## config.mk

```make
export PLATFORM = sky130hd
export DESIGN_NAME = lvdc_core
export DESIGN_NICKNAME = d
export VERILOG_FILES = /design/src/rtl/lvdc_core.sv
export SDC_FILE = /design/constraint.sdc
export NUM_CORES = 1
export LEC_CHECK = 0
export ABC_AREA = 1
export BUFFER_PORTS_ARGS = -buffer_cell sky130_fd_sc_hd__buf_4
export CORE_MARGIN = 2
export CORE_UTILIZATION = 50
export CTS_CLUSTER_DIAMETER = 120
export DETAILED_ROUTE_END_ITERATION = 16
export GPL_TIMING_DRIVEN = 1
export PLACE_DENSITY = 0.76
export SYNTH_ARGS = -nofsm -noshare
export SYNTH_HDL_FRONTEND = slang
export SYNTH_SLANG_ARGS = --single-unit
export TNS_END_PERCENT = 10
```

## constraint.sdc

```tcl
create_clock -name clk -period 6.15 [get_ports clk]
set_input_delay 1.23 -clock clk [delete_from_list [all_inputs] [get_ports clk]]
set_output_delay 1.23 -clock clk [all_outputs]
set_load 0.01 [all_outputs]
```

## src/rtl/lvdc_core.sv

```systemverilog
// lvdc_core: multicycle LVDC-style CPU with a single combinational-read, synchronous-write memory port.
// Define LVDC_IRUPT_EN to build in the interrupt entry path (IRQ_SAVE / IRQ_LOAD states).
module lvdc_core #(
  parameter logic [14:0] RESET_ADDR    = 15'h0000,
  parameter logic [14:0] IRQ_SAVE_ADDR = 15'h0002,
  parameter logic [14:0] IRQ_VEC_ADDR  = 15'h0003
) (
  input  logic        clk,
  input  logic        rst,
  output logic [14:0] mem_addr,
  input  logic [25:0] mem_rval,
  output logic [25:0] mem_wval,
  output logic        mem_wen,
  input  logic        irupt
);

`ifdef LVDC_IRUPT_EN
  typedef enum logic [1:0] {S_FETCH, S_EXEC, S_IRQ_SAVE, S_IRQ_LOAD} state_t;
`else
  typedef enum logic [1:0] {S_FETCH, S_EXEC} state_t;
`endif

  typedef enum logic [3:0] {
    OP_HOP = 4'd0,  OP_MPY = 4'd1,  OP_SUB = 4'd2,  OP_DIV = 4'd3,
    OP_TNZ = 4'd4,  OP_MPH = 4'd5,  OP_AND = 4'd6,  OP_ADD = 4'd7,
    OP_TRA = 4'd8,  OP_XOR = 4'd9,  OP_PIO = 4'd10, OP_STO = 4'd11,
    OP_TMI = 4'd12, OP_RSU = 4'd13, OP_SHF = 4'd14, OP_CLA = 4'd15
  } op_t;

  localparam logic [6:0] RESID_SEC = 7'o17;

  state_t      state;
  logic [25:0] acc;
  logic [6:0]  ins_sec;
  logic [7:0]  loc;
  logic        syl;
  logic [6:0]  dat_sec;
  logic [12:0] ir;
  logic        insvc;

  op_t         opcode;
  logic [8:0]  operand;
  logic [14:0] pc;
  logic [14:0] ea;
  logic [25:0] shifted;

  assign opcode  = op_t'(ir[12:9]);
  assign operand = ir[8:0];
  assign pc      = {ins_sec, loc};
  assign ea      = operand[8] ? {RESID_SEC, operand[7:0]} : {dat_sec, operand[7:0]};

  // NOTE: every output of a combinational block gets a default first so no path infers a latch.
  always_comb begin
    shifted = acc;
    if (operand[4]) shifted = acc << operand[1:0];
    else            shifted = $signed(acc) >>> operand[1:0];
  end

  always_comb begin
    mem_addr = pc;
    mem_wen  = 1'b0;
    mem_wval = acc;
    case (state)
      S_FETCH: mem_addr = pc;
      S_EXEC: begin
        mem_addr = ea;
        mem_wen  = (opcode == OP_STO);
      end
`ifdef LVDC_IRUPT_EN
      S_IRQ_SAVE: begin
        mem_addr = IRQ_SAVE_ADDR;
        mem_wen  = 1'b1;
        mem_wval = {3'b000, dat_sec, syl, ins_sec, loc};
      end
      S_IRQ_LOAD: mem_addr = IRQ_VEC_ADDR;
`endif
      default: mem_addr = pc;
    endcase
  end

`ifndef LVDC_IRUPT_EN
  logic unused_irq;
  assign unused_irq = ^{irupt, insvc, IRQ_SAVE_ADDR, IRQ_VEC_ADDR};
`endif

  // NOTE: state registers use non-blocking assignments; a later assignment in the same block wins.
  always_ff @(posedge clk or posedge rst) begin
    if (rst) begin
      state   <= S_FETCH;
      acc     <= '0;
      ins_sec <= RESET_ADDR[14:8];
      loc     <= RESET_ADDR[7:0];
      syl     <= 1'b0;
      dat_sec <= '0;
      ir      <= '0;
      insvc   <= 1'b0;
    end else begin
      case (state)
        S_FETCH: begin
          ir    <= syl ? mem_rval[25:13] : mem_rval[12:0];
          syl   <= ~syl;
          if (syl) loc <= loc + 8'd1;
          state <= S_EXEC;
`ifdef LVDC_IRUPT_EN
          // Interrupt preempts the fetch: PC stays on the not-yet-fetched syllable.
          if (irupt && !insvc) begin
            ir    <= ir;
            syl   <= syl;
            loc   <= loc;
            state <= S_IRQ_SAVE;
          end
`endif
        end

        S_EXEC: begin
          state <= S_FETCH;
          case (opcode)
            OP_HOP: begin
              ins_sec <= mem_rval[14:8];
              loc     <= mem_rval[7:0];
              syl     <= mem_rval[15];
              dat_sec <= mem_rval[22:16];
              insvc   <= 1'b0;
            end
            OP_MPY: acc <= acc * mem_rval;
            OP_SUB: acc <= acc - mem_rval;
            OP_TNZ: if (acc != '0) begin
              loc <= operand[7:0];
              syl <= operand[8];
            end
            OP_AND: acc <= acc & mem_rval;
            OP_ADD: acc <= acc + mem_rval;
            OP_TRA: begin
              loc <= operand[7:0];
              syl <= operand[8];
            end
            OP_XOR: acc <= acc ^ mem_rval;
            OP_TMI: if (acc[25]) begin
              loc <= operand[7:0];
              syl <= operand[8];
            end
            OP_RSU: acc <= mem_rval - acc;
            OP_SHF: begin
              if (operand[8]) dat_sec <= operand[6:0];
              else            acc     <= shifted;
            end
            OP_CLA: acc <= mem_rval;
            default: ;  // DIV, MPH, PIO, STO leave registers untouched
          endcase
        end

`ifdef LVDC_IRUPT_EN
        S_IRQ_SAVE: state <= S_IRQ_LOAD;

        S_IRQ_LOAD: begin
          ins_sec <= mem_rval[14:8];
          loc     <= mem_rval[7:0];
          syl     <= mem_rval[15];
          dat_sec <= mem_rval[22:16];
          insvc   <= 1'b1;
          state   <= S_FETCH;
        end
`endif

        default: state <= S_FETCH;
      endcase
    end
  end

endmodule

```

Yosys cells after proc, flatten, opt, wreduce, memory -nomap -nowiden
Index checks and enable logic that the tools add are counted.
Word-level totals
  bits of input ports: 29
  register bits: 64
  logic and storage cells: 66
  output and inout bits: 42
Cells by class
  multiply operators: 1
  mux-type cells: 19
  equality and inequality tests: 19
  shift operators: 2
  bitwise gates (word level): 3
  $add $sub $neg: 4
  reductions and logical operators: 11
Operator list (number)
  26-bit one-hot mux with 8 select lines: 1
  26-bit 2-to-1 mux: 2
  26-bit subtractor: 2
  8-bit one-hot mux with 4 select lines: 1
  15-bit 2-to-1 mux: 2
  4-bit equality test, second input constant: 7
  26-bit adder: 1
  26-bit AND: 1
  26-bit by 26-bit multiplier with 26-bit output: 1
  26-bit nonzero test: 1
  26-bit by 2-bit << shifter with 26-bit output: 1
  26-bit by 2-bit >>> shifter with 26-bit output: 1
  26-bit XOR: 1
  8-bit 2-to-1 mux: 3
  8-bit one-hot mux with 2 select lines: 1
  7-bit one-hot mux with 2 select lines: 1
  13-bit 2-to-1 mux: 1
  4-bit by 3-bit equality test with 1-bit output, second input constant: 3
  8-bit by 1-bit adder with 8-bit output, second input constant: 1
  8-bit nonzero test: 1
  7-bit 2-to-1 mux: 1
  2-bit inequality test, second input constant: 3
  3-bit inequality test, second input constant: 2
  3-bit AND reduction: 2
  14 further kinds: 18

Depth between registers and ports, before layout
Gate-level depths: netlist (run 1).
  word-level depth: 4
  gate-level depth with buffers: 34
  gate-level depth less buffers: 32

Worst setup path before layout (run 1)
Ideal clock, no wire load.
  path type: input to register
  start point: in mem_rval[5]
  end point: reg acc[25], in the netlist mem_wval[25]
  data required time: 6033 ps
  slack: -731 ps
  data arrival time: 6764 ps
  stages on the path: 26
  library setup time: 117 ps
  path buffers: 2
  cells stage by stage: clkbuf_1 > buf_1 > nand2_1 > fa_1 > fa_1 > fa_1 > fa_1 > fa_1 > inv_1 > fa_1 > inv_1 > fa_1 > inv_1 > ha_1 > a21oi_1 > nor2_1 > nor2_1 > inv_1 > a21oi_1 > nand2_1 > a31oi_1 > nand3_1 > nand3_1 > nand2_1 > nand2_1 > nand2_1
Between the ends
  cells in the longest elaborated chain, start to end: 2
  elaborated cells between the ends (all ways): 5
  classes of those cells: add/sub (3); mul (1); mux (1)
RTL lines
  from (decl): line 11  | input logic [25:0] mem_rval,
  26-bit by 26-bit multiplier with 26-bit output, or another cell as far along: line 125  | OP_MPY: acc <= acc * mem_rval;
  26-bit one-hot mux with 8 select lines (*): line 117  | case (opcode)
  to (signal assigned): line 125
  to (signal assigned): line 126  | OP_SUB: acc <= acc - mem_rval;
  to (signal assigned): line 131  | OP_AND: acc <= acc & mem_rval;
  to (decl): line 33  | logic [25:0] acc;
Mark *: on every way between the ends. The rest lies on a longest branch, timed or not.
A chain may end at the register's enable or synchronous reset.

Final worst setup path (run 1)
  start point: in mem_rval[6]
  end point: reg acc[25], in the netlist mem_wval[25]
The elaborated chain is that of the path after synthesis.

==> run summary, run 1 <==
Status: complete, but fails checks
Failing checks: setup timing
Crit path kind: input port to flop
Worst Path Max Fanout: 4
CTS Hold Buffers Added: 0
FP Rows: 74
Post-synth top flop: dfrtp_1
HP Class: flop to flop
Post-DRT Antenna Nets: 0
TritonCTS Buffers: 9
Mapped Nets: 3624
Maxcap violations: 0
Die width: 207 um
# IOs: 71
Mean post-synth cell area: 6.54 um2
Final Hold Viols: 0
Largest net degree at the start of global routing: 64
Die ar.: 43000 um2
FF+latch count, synth: 63
CTS root buffer: clkbuf_16
Gpl congestion: 1.10
Async S/R FF share, synth: 100%
Setup crit end kind: flop
Via count: 21.7k
Share of cells above drive strength 1: 13.4%
CTS tree: done
GRT overflow: 0
Post-Syn Area: 20700 um2
Register area share after synthesis: 7.62%
GR Util All Layers: 35.4%
Actual slew at the worst max-slew pin: 890 ps
Final Critical Period: 6580 ps
DRT Pass-1 Iters: 6
RSZ-0062 raised after global routing: yes
Cell count after synthesis: 3163
Later-pin clock latency in the skew report: 370 ps
Clock-pin slew on the worst setup and hold paths: 60 ps
Clk buf depth: 2
FMAX: 152 MHz
Wire per inst: 19.9 um
Area post-placement: 23200 um2
CP startpoint kind: input port
Most frequent cells in the layout: 760 x nand2_1, 751 x inv_1, 247 x fa_1
H-tree Lvls: 3
Crit path max-delay cell type: fa_1
# DRC: 0
PortBufs: 69
Final Max Slew Viols: 0
Leading cell type in the layout, fill and taps excluded: nand2_1
Slowest stage delay, CP: 550 ps
Post-DP HPWL: 61.5 mm
Vias per cell: 5.62
Die height: 207 um
Routed Wire Length: 76.9 mm
Number of synthesized flops with an enable pin: 0
PnR worst setup slack: -435 ps
Initial antenna violation count: 3
Unique masters post-synth: 57
Yosys warns: 0
Final setup viols: 9
Worst EP arrival: 6830 ps
Number of global-route vias before repair: 21.0k
Final Skew: 13.3 ps
Final nets: 3782
Final period util: 107%
CORE AREA: 40800 um2
Reg-to-reg setup timing slack: -130 ps
First-pass GRT wire length: 118 mm
Most used cell along the critical path: fa_1
P&R area growth vs syn: 16.3%
Initial Util: 50.7%
Slew HR: 40.7%
Critical path data required time: 6400 ps
Final instance area: 24100 um2
Iteration-0 DRC count of the detailed router: 2360
TritonCTS Sinks: 63
routing by layer:
layer / up-vias / share of wire (%) / GRT usage [%] / wire [um]
met5: - / 0.022 / 0.445 / 17
met2: 1224 / 43 / 53.8 / 33200
met4: 2 / 6.3 / 18.3 / 4880
met1: 10200 / 39 / 46.2 / 29600
met3: 285 / 12 / 9.62 / 9180
li1: 9995 / - / - / -
cells by family (layout without fill, tap and decap cells):
group / Yosys count / in the layout / synth area share, %
compound gates: 508 / 508 / 13.9
xor+xnor: 42 / 42 / 1.78
fa+ha+maj: 432 / 432 / 35.5
buf+inv: 930 / 1092 / 17.3
flops: 63 / 63 / 7.62
other cells: 0 / 1 / 0
simple gates: 1188 / 1188 / 23.9
synthesized netlist by cell type (4+ instances only):
master     instances  area share, %
nand2_1          777             14
inv_1            768             14
fa_1             258             25
ha_1             174             11
a21oi_1          172            4.2
o21ai_0          170            4.1
nor2_1           161            2.9
nand3_1          146            3.5
clkbuf_1          82            1.5
dfrtp_1           63            7.6
buf_2             38           0.92
xor2_1            36            1.5
o21ai_1           33           0.80
nand4_1           24           0.73
o211ai_1          22           0.80
nor3_1            21           0.51
buf_1             17           0.31
o22ai_1           17           0.51
inv_2             16           0.29
or2_2             16           0.48
a31oi_1           13           0.39
nor4_1            13           0.39
a21o_1            12           0.44
a211oi_1           8           0.29
nand3b_1           8           0.29
a21boi_0           7           0.25
a221oi_1           7           0.30
o21a_1             7           0.25
o21bai_1           6           0.22
xnor2_1            6           0.25
a2111oi_0          5           0.21
o31ai_1            5           0.18
buf_6              4           0.22
nor3_2             4           0.19
o221ai_1           4           0.17
path summary, 6_finish.rpt:
path / from / end / depth (start not counted)
setup / recovery: mem_rval[6] / mem_wval[25] / 31
hold / removal: ins_sec[1] / ins_sec[1] / 2
setup reg to reg: mem_wval[13] / mem_wval[25] / 29
hold reg to reg: ins_sec[1] / ins_sec[1] / 2
max in group asynchronous: rst / mem_wval[1] / 3
min in group asynchronous: rst / ir[12] / 3
registers in the layout (all words and copies together) (netlist names):
| name | cells |
|---|---|
| ins_sec | 7 |
| state | 1 |
| dat_sec | 7 |
| syl | 1 |
| mem_wval | 26 |
| ir | 13 |
| loc | 8 |
area by class of cell:
class / instances / area [um2]
well taps: 532 / 666
clock inverters: 5 / 82.6
repair buffers: 289 / 2570
inverters: 788 / 2960
diodes: 1 / 2.50
flip-flops and latches: 63 / 1580
fillers: 3811 / 16800
clock buffers: 10 / 239
multi-input cells: 2170 / 16000
repair_timing:
action / 4_1_cts / 5_1_grt
cloned: 0 / 0
setup buffers: 5 / 5
pin swaps: 42 / 27
endpoints found under the setup margin: 12 / 14
resized for setup: 72 / 41
through the flow:
step | instances | TNS, ps | hold slack [ps] | utilization (%) | worst slack [ps]
after CTS | 3852 | -2150 | 494 | 58.4 | -277
after floorplan | 3163 | -2180 | 453 | - | -264
after detailed placement | 3832 | -8650 | 480 | 56.8 | -833
after global placement | 3832 | -7910 | 474 | 56.8 | -739
final | 3858 | -2200 | 494 | 59.0 | -435
after global routing | 3857 | -4850 | 518 | 58.9 | -640
critical path: cells and delay by family:
kind,cells,cell delay [ps]
buf+inv,12,890
fa+ha+maj,8,3940
compound gates,1,40
simple gates,10,700
Power of run 1 is left out: the tool's default activity adds up to more than one toggle a clock period on the data nets, which glitch-free logic cannot reach.
==> run 2: changes to the inputs <==
- BUFFER_PORTS_ARGS: -buffer_cell sky130_fd_sc_hd__buf_4 -> -buffer_cell sky130_fd_sc_hd__buf_2
- SLEW_MARGIN: unset -> 0
==> run 2 against run 1 <==
The flow still finishes with violations (setup timing). Cell count up 0.41%. Non-clock buffer count is 16 higher. Sequential share of layout area is essentially flat. Hold slack got worse by 3.8 ps. Core utilization up 0.29 points. First-iteration DRC count shrank 2.8%. Sequential cell count did not move. Via count down 0.19%. Wire length is 0.97% higher. Global-route usage increased by 0.71 points. Fmax up 2.2%. Critical path type unchanged. Largest cell class unchanged.
==> run summary, run 2 (same netlist as run 1, synthesis figures left out) <==
TritonCTS Sinks: 63 (unchanged)
# DRC: 0 (unchanged)
Number of global-route vias before repair: 20.9k (-0.024%)
Placed instance count: 3844 (+0.31%)
CTS root buffer: clkbuf_16
Clk buf depth: 2 (unchanged)
Vias per cell: 5.59 (-0.61%)
Worst Path Max Fanout: 8 (+4)
Initial antenna violation count: 3 (unchanged)
First-pass GRT wire length: 120 mm (+1.7%)
Maxcap violations: 0 (unchanged)
Largest net degree at the start of global routing: 64 (unchanged)
Status: complete, but fails checks
Most frequent cells in the layout: 754 x nand2_1, 748 x inv_1, 243 x fa_1
DRT Pass-1 Iters: 7 (+1)
Post-Layout Cell Count: 3874 (+0.41%)
Largest register FFs: 26 (unchanged)
GR Util All Layers: 36.1% (+0.71 points)
CTS tree: done
CORE AREA: 40800 um2 (unchanged)
Die width: 207 um (unchanged)
Die height: 207 um (unchanged)
PortBufs: 69 (unchanged)
# IOs: 71 (unchanged)
Actual slew at the worst max-slew pin: 877 ps (-13.0 ps)
P&R area growth vs syn: 16.9%
Worst EP arrival: 6730 ps (-100 ps)
Routed Wire Length: 77.6 mm (+0.97%)
RSZ-0062 raised after global routing: yes
FP Rows: 74 (unchanged)
GRT overflow: 0 (unchanged)
Gpl congestion: 1.05 (-3.8%)
Slowest stage delay, CP: 590 ps (+40 ps)
Final period util: 105% (-2.3 points)
Final Hold Viols: 0 (unchanged)
Final Max Slew Viols: 0 (unchanged)
Die ar.: 43000 um2 (unchanged)
CTS Hold Buffers Added: 0 (unchanged)
Most used cell along the critical path: fa_1
Critical path data required time: 6440 ps (+40 ps)
H-tree Lvls: 3 (unchanged)
Initial Util: 50.7% (unchanged)
Final nets: 3798 (+0.42%)
Share of cells above drive strength 1: 14.6% (+1.2 points)
Setup TNS: -2020 ps (+189 ps)
Dpl ws: -974 ps (-141 ps)
Final Skew: 11.1 ps (-2.23 ps)
Leading cell type in the layout, fill and taps excluded: nand2_1
Via count: 21.6k (-0.19%)
PnR worst setup slack: -294 ps (+141 ps)
Wire per inst: 20.0 um (+0.55%)
CP startpoint kind: input port
Crit path max-delay cell type: fa_2
Clock-pin slew on the worst setup and hold paths: 60 ps (about the same)
TritonCTS Buffers: 9 (unchanged)
Post-DRT Antenna Nets: 0 (unchanged)
Failing checks: setup timing
Later-pin clock latency in the skew report: 360 ps (about the same)
HP Class: flop to flop
Final setup viols: 9 (unchanged)
Post-DP HPWL: 63.4 mm (+3.0%)
Slew HR: 41.5% (+0.87 points)
Setup crit end kind: flop
Final Critical Period: 6440 ps (-141 ps)
Iteration-0 DRC count of the detailed router: 2295 (-2.8%)
Crit path kind: input port to flop
Crit path cell chain: buf_8 > buf_12 > nand2_1 > fa_1 > fa_1 > fa_2 > fa_1 > fa_1 > inv_1 > fa_1 > inv_1 > fa_1 > inv_1 > ha_4 > buf_4 > nand2_4 > nor4_4 > nand4_1 > nand3_2 > xor2_1 > nand2_1 > nand2_1 > nor2_1 > nor2_1
FMAX: 155 MHz (+2.2%)
[run 2: cell count changes in the layout (fill, tap and decap cells not counted), moves of 4 or more]
cell / change
buf_2: +54
buf_4: -40
buf_6: +7
nand2_1: -6
o21ai_0: -6
o21ai_1: +6
a21oi_1: -5
fa_1: -4
fa_2: +4
inv_2: +4
nor2_1: -4
[run 2: path summary, 6_finish.rpt]
| check | start | slack, ps | cells past startpoint | to |
|---|---|---|---|---|
| setup / recovery | mem_rval[6] | -290 | 24 | mem_wval[24] |
| hold / removal | ins_sec[3] | 490 | 2 | ins_sec[3] |
| setup reg to reg | mem_wval[10] | -40 | 26 | mem_wval[21] |
| hold reg to reg | ins_sec[3] | 490 | 2 | ins_sec[3] |
| max in group asynchronous | rst | 4430 | 3 | mem_wval[0] |
| min in group asynchronous | rst | 1130 | 3 | ins_sec[1] |
[run 2: layer usage]
layer | global-route usage (%) | wire [um] | vias up
met5 | 0 | 17 | -
met4 | 16.8 | 4340 | 2
met3 | 8.67 | 8470 | 248
met2 | 56.1 | 34000 | 1154
met1 | 47.6 | 30800 | 10200
li1 | - | - | 10000
[run 2: timing repair]
| action | CTS | global route |
|---|---|---|
| pin swaps | 87 | 23 |
| cloned | 1 | 0 |
| resized for setup | 149 | 23 |
| setup buffers | 12 | 1 |
| endpoints found under the hold margin | 0 | 0 |
| endpoints found under the setup margin | 13 | 15 |
[run 2: layout make-up]
class	instances	area (um2)
Inverter	788	2960
Antenna cell	1	2.50
Multi-Input combinational cell	2170	16100
Fill cell	3787	16600
Clock buffer	10	239
Sequential cell	63	1580
Clock inverter	5	82.6
Timing Repair Buffer	305	2530
Tap cell	532	666
[run 2: worst max-delay path, delay by kind of cell]
kind                       cells  cell delay, ps
xor gates and xnor gates       1             160
adders and majority gates      8            3740
buffers and inverters          6             570
and+or+nand+nor                9            1010
[run 2: per-stage QoR]
stage / utilization, % / hold slack [ps] / instance area (um2)
after global placement: 56.6 / 471 / 23100
after global routing: 59.2 / 511 / 24200
final: 59.2 / 490 / 24200
after floorplan: - / 453 / 21000
after detailed placement: 56.6 / 479 / 23100
after CTS: 59.1 / 493 / 24100
Power of run 2 is left out for the same reason.
